$ cat config.mk
export PLATFORM = sky130hd
export DESIGN_NAME = fwd_hazard_ctrl
export DESIGN_NICKNAME = d
export VERILOG_FILES = /design/src/rtl/pipe_ctrl_pkg.sv /design/src/rtl/fwd_src_sel.sv /design/src/rtl/fwd_hazard_ctrl.sv
export SDC_FILE = /design/constraint.sdc
export NUM_CORES = 1
export LEC_CHECK = 0
export BUFFER_PORTS_ARGS = -buffer_cell sky130_fd_sc_hd__buf_2
export CAP_MARGIN = 40
export CORE_ASPECT_RATIO = 2
export CORE_UTILIZATION = 50
export CTS_CLUSTER_SIZE = 10
export DETAILED_ROUTE_END_ITERATION = 16
export PLACE_DENSITY = 0.86
export SYNTH_ARGS = -nofsm -noshare
export SYNTH_HDL_FRONTEND = slang
export SYNTH_SLANG_ARGS = --single-unit
$ cat constraint.sdc
create_clock -name clk -period 3.4 [get_ports clk]
set_clock_uncertainty 0.1 [all_clocks]
set_input_delay 0.68 -clock clk [delete_from_list [all_inputs] [get_ports clk]]
set_output_delay 0.68 -clock clk [all_outputs]
set_load 0.05 [all_outputs]
$ cat src/rtl/pipe_ctrl_pkg.sv
// pipe_ctrl_pkg: forwarding select codes, shadow-slot type and slot match helper
package pipe_ctrl_pkg;
  localparam int RA_MAX_W = 8;
  localparam logic [1:0] FWD_REGFILE = 2'b00;
  localparam logic [1:0] FWD_WB      = 2'b01;
  localparam logic [1:0] FWD_MEM     = 2'b10;
  localparam logic [1:0] FWD_HOLD    = 2'b11;
  typedef struct packed {
    logic                valid;
    logic [RA_MAX_W-1:0] rd;
    logic                reg_write;
    logic                mem_read;
  } slot_t;
  function automatic logic slot_hit(slot_t s, logic [RA_MAX_W-1:0] r, logic zero_hw);
    return s.valid && s.reg_write && (s.rd == r) && !(zero_hw && (r == '0));
  endfunction
endpackage

$ cat src/rtl/fwd_src_sel.sv
// fwd_src_sel: match and priority-encode the forwarding source for one operand
module fwd_src_sel
  import pipe_ctrl_pkg::*;
#(
  parameter bit ZERO_REG_HARDWIRED = 1'b1
) (
  input  logic [RA_MAX_W-1:0] r,
  input  logic                use_r,
  input  slot_t               ex,
  input  slot_t               mem,
  input  slot_t               wb,
  output logic [1:0]          sel,
  output logic                ex_hit
);
  logic hit_ex, hit_mem, hit_wb;
  always_comb begin
    hit_ex  = slot_hit(ex, r, ZERO_REG_HARDWIRED);
    hit_mem = slot_hit(mem, r, ZERO_REG_HARDWIRED);
    hit_wb  = slot_hit(wb, r, ZERO_REG_HARDWIRED);
    ex_hit  = use_r & hit_ex;
    sel     = !use_r ? FWD_REGFILE :
              hit_ex  ? FWD_MEM :
              hit_mem ? FWD_WB :
              hit_wb  ? FWD_HOLD : FWD_REGFILE;
  end
endmodule

$ cat src/rtl/fwd_hazard_ctrl.sv
// fwd_hazard_ctrl: EX operand forwarding selects, load-use stall and flush bubble control
module fwd_hazard_ctrl
  import pipe_ctrl_pkg::*;
#(
  parameter int REG_ADDR_W         = 5,
  parameter int CNT_W              = 16,
  parameter bit ZERO_REG_HARDWIRED = 1'b1
) (
  input  logic                  clk,
  input  logic                  rst_n,
  input  logic                  pipe_en,
  input  logic                  id_valid,
  input  logic [REG_ADDR_W-1:0] id_rs1,
  input  logic [REG_ADDR_W-1:0] id_rs2,
  input  logic                  id_use_rs1,
  input  logic                  id_use_rs2,
  input  logic [REG_ADDR_W-1:0] id_rd,
  input  logic                  id_reg_write,
  input  logic                  id_mem_read,
  input  logic                  ex_flush,
  output logic [1:0]            fwd_a_sel,
  output logic [1:0]            fwd_b_sel,
  output logic                  stall_if_id,
  output logic                  bubble_id_ex,
  output logic [CNT_W-1:0]      stall_cnt
);
  slot_t ex_q, mem_q, wb_q, hold_q;
  slot_t ex_d, mem_d, wb_d, hold_d, id_slot;
  logic [1:0] fwd_a_sel_q, fwd_b_sel_q, fwd_a_sel_d, fwd_b_sel_d, a_sel, b_sel;
  logic [CNT_W-1:0] stall_cnt_q, stall_cnt_d;
  logic a_ex_hit, b_ex_hit, load_use, kill;
  fwd_src_sel #(.ZERO_REG_HARDWIRED(ZERO_REG_HARDWIRED)) u_sel_a (
    .r(RA_MAX_W'(id_rs1)), .use_r(id_use_rs1), .ex(ex_q), .mem(mem_q), .wb(wb_q),
    .sel(a_sel), .ex_hit(a_ex_hit)
  );
  fwd_src_sel #(.ZERO_REG_HARDWIRED(ZERO_REG_HARDWIRED)) u_sel_b (
    .r(RA_MAX_W'(id_rs2)), .use_r(id_use_rs2), .ex(ex_q), .mem(mem_q), .wb(wb_q),
    .sel(b_sel), .ex_hit(b_ex_hit)
  );
  always_comb begin
    load_use     = id_valid & ex_q.mem_read & (a_ex_hit | b_ex_hit);
    stall_if_id  = load_use & ~ex_flush;
    bubble_id_ex = load_use | ex_flush;
    kill         = bubble_id_ex | ~id_valid;
    id_slot      = '{valid: 1'b1, rd: RA_MAX_W'(id_rd), reg_write: id_reg_write, mem_read: id_mem_read};
    ex_d         = pipe_en ? (kill ? '0 : id_slot) : ex_q;
    mem_d        = pipe_en ? ex_q : mem_q;
    wb_d         = pipe_en ? mem_q : wb_q;
    hold_d       = pipe_en ? wb_q : hold_q;
    fwd_a_sel_d  = pipe_en ? (kill ? FWD_REGFILE : a_sel) : fwd_a_sel_q;
    fwd_b_sel_d  = pipe_en ? (kill ? FWD_REGFILE : b_sel) : fwd_b_sel_q;
    stall_cnt_d  = (pipe_en & stall_if_id & ~&stall_cnt_q) ? stall_cnt_q + CNT_W'(1) : stall_cnt_q;
  end
  always_ff @(posedge clk or negedge rst_n) begin
    if (!rst_n) begin
      ex_q        <= '0;
      mem_q       <= '0;
      wb_q        <= '0;
      hold_q      <= '0;
      fwd_a_sel_q <= FWD_REGFILE;
      fwd_b_sel_q <= FWD_REGFILE;
      stall_cnt_q <= '0;
    end else begin
      ex_q        <= ex_d;
      mem_q       <= mem_d;
      wb_q        <= wb_d;
      hold_q      <= hold_d;
      fwd_a_sel_q <= fwd_a_sel_d;
      fwd_b_sel_q <= fwd_b_sel_d;
      stall_cnt_q <= stall_cnt_d;
    end
  end
  assign fwd_a_sel = fwd_a_sel_q;
  assign fwd_b_sel = fwd_b_sel_q;
  assign stall_cnt = stall_cnt_q;
endmodule

==> metrics <==
clk sinks 42; Yosys top cell by area dfrtp_1; nets 271; Worst setup SP type input pin; Hold-fix buffers, CTS 0; Area contributors post-synth dfrtp_1 (46%), xor2_1 (12%), mux2_2 (7.0%); maxcap violations 0; Ys Warns 0; register bit total from synthesis 42; Global Route Usage Sum 0.2296; HPWL Detailed 3764 µm; Syn-to-layout area delta 16.50%; setup ws final 0.2069 ns; Num CTS Buffers 5; post-route minimum period 3.193 ns; Die H 97.23 µm; Worst Max-Slew Pin Slew 0.5247 ns; Rows 34; pre-CTS worst setup slack 0.2195 ns; Crit. End Element primary output; post-synthesis sequential area ratio 0.4636; CTS tree built; Die ar. 4824 µm²; first-pass GRT wire length 8459 µm; Critical Path AT 2.41 ns; fraction of registers with async set/reset 1.000; Worst-path clk slew 0.08 ns; GRT overflow 0; Routed WL 4921 µm; Pwr Total 1.002 mW; DRC viols 0; Clock H-tree levels 2; status finished, final reports clean; maximum VDD drop 0.0003271 V; Main synth FF type dfrtp_1; Vias 1674; setup_tns 0 ns; worst relative slew slack 0.6489; final setup fails 0; Clock Tree Root clkbuf_8; Synth Cell Area 2267 µm²; Post-CTS Resized 0; Power Dens Cells 379.3 nW/µm²; Post-CTS Setup Inserts 0; pin count of the biggest net entering global routing 39; syn_nets 223; Yosys cell types 38; Routed WL per cell 16.35 µm; port buffer count 45; drt pass-1 iters 4; Crit Path Class in2out; CP required 2.62 ns; Mean Syn Cell Area 11.45 µm²; Routed Antenna Nets 0; RSZ-0062 raised after global routing no; Max FO, Critical Path 4; Highest Clock Rate 0.3132 GHz; CTS Buffer Depth 2; Starting Density 0.5225; initial antenna violation count 0; max-slew violation total from the final report 0; number of synthesized flops with an enable pin 0; DR iter-0 viols 21; Lkg Pwr 1.329 nW; Skew-Pair Late Insertion Delay 0.30 ns; routability cong. 0.8874; number of global-route vias before repair 1759; share of layout cells above drive strength 1 0.3725; crit share post-route 0.9392; Final Hold Fails 0; number of vias per cell 5.561; Synth Instances 198; share of the synthesized area in the top cell type 0.4636; die width 49.62 µm; antenna cell count 0; core region area 4339 µm²; class of the worst hold path in2async; number of I/O pins 46
## cells in the final DEF, fill, tap and decap left out, types with 5 or more instances in the layout
cell and n:
clkbuf_8 6, nand2_1 13, dfrtp_1 42, nor3_2 5
mux2_2 14, xnor2_1 13, nand3_1 8, a22o_2 8
buf_2 45, nor2_1 13, xor2_1 32, nor4_1 6
## layer usage
layer | routed length [µm] | vias up | global-route usage
li1 | - | 795 | -
met1 | 1852 | 823 | 0.2515
met2 | 2765 | 44 | 0.4210
met3 | 175 | 12 | 0.03286
met4 | 127 | 0 | 0.09670
met5 | 0 | - | 0
## cell type report
class	instances	area [µm²]
Clock inverter	2	12.51
Fill cell	388	1698
Multi-Input combinational cell	147	1167
Sequential cell	42	1051
Timing Repair Buffer	46	245.2
Tap cell	54	67.56
Inverter	4	15.01
Clock buffer	6	82.58
## where the power goes
group / switching [mW] / internal, mW / total [mW]
registers: 0.0247 / 0.520 / 0.544
logic: 0.0604 / 0.0576 / 0.118
clock network: 0.176 / 0.163 / 0.339
total: 0.261 / 0.741 / 1.00
## synth_stat cells, types with 2 or more instances
library cell  count
nor3_2            5
xnor2_1          13
nor4_2            2
or4_1             2
dfrtp_1          42
nor3_1            3
a32o_1            3
mux2_2           14
nand2_1          13
a21oi_1           2
inv_1             4
a22o_2            8
nand4_1           4
nand3_1           8
nor2_1           13
buf_6             2
xor2_1           32
clkbuf_1          3
nor4_1            6
## metrics by stage
| step | hold WS, ns | instances | instance area, µm² | utilization |
|---|---|---|---|---|
| global route | 0.08927 | 301 | 2641 | 0.6087 |
| finish | 0.09014 | 301 | 2641 | 0.6087 |
| global placement | 0.3767 | 292 | 2526 | 0.5822 |
| floorplan | 0.2844 | 198 | 2267 | - |
| detailed placement | 0.3775 | 293 | 2546 | 0.5868 |
| CTS | 0.08604 | 301 | 2641 | 0.6087 |
## worst max-delay path, cell delays in order
cell and delay, ns:
buf_2 0.13, or4_1 0.57, o211ai_2 0.22, nor3_2 0.11
or3_2 0.47, buf_2 0.23
## sequential cells by signal (all words and copies together), names as in the netlist
register   cells
stall_cnt     16
wb_q           7
mem_q          7
fwd_a_sel      2
fwd_b_sel      2
ex_q           8
## final timing paths
check                              from             to  slack, ns  depth (start not counted)
max                           id_rs2[1]   bubble_id_ex       0.21                          6
min                               rst_n       mem_q[5]       0.09                          1
max reg2reg                stall_cnt[0]   stall_cnt[1]       1.11                          6
min reg2reg                stall_cnt[7]   stall_cnt[7]       0.39                          1
max in group asynchronous         rst_n  stall_cnt[14]       2.68                          2
min in group clk           stall_cnt[7]   stall_cnt[7]       0.39                          1
## cell families (layout without fill, tap and decap cells)
family                   after synthesis  count (layout)  share of synthesized area
AND/OR/NAND/NOR                       66              66                     0.1739
multiplexers                          15              15                    0.07616
AO/OA/AOI/OAI                         20              20                    0.08555
XOR/XNOR                              45              45                     0.1738
buffers and inverters                  9              58                    0.02152
flip-flops                            42              42                     0.4636
adder cells (fa/ha/maj)                1               1                   0.005518
Power figures use the tool's default switching activity.
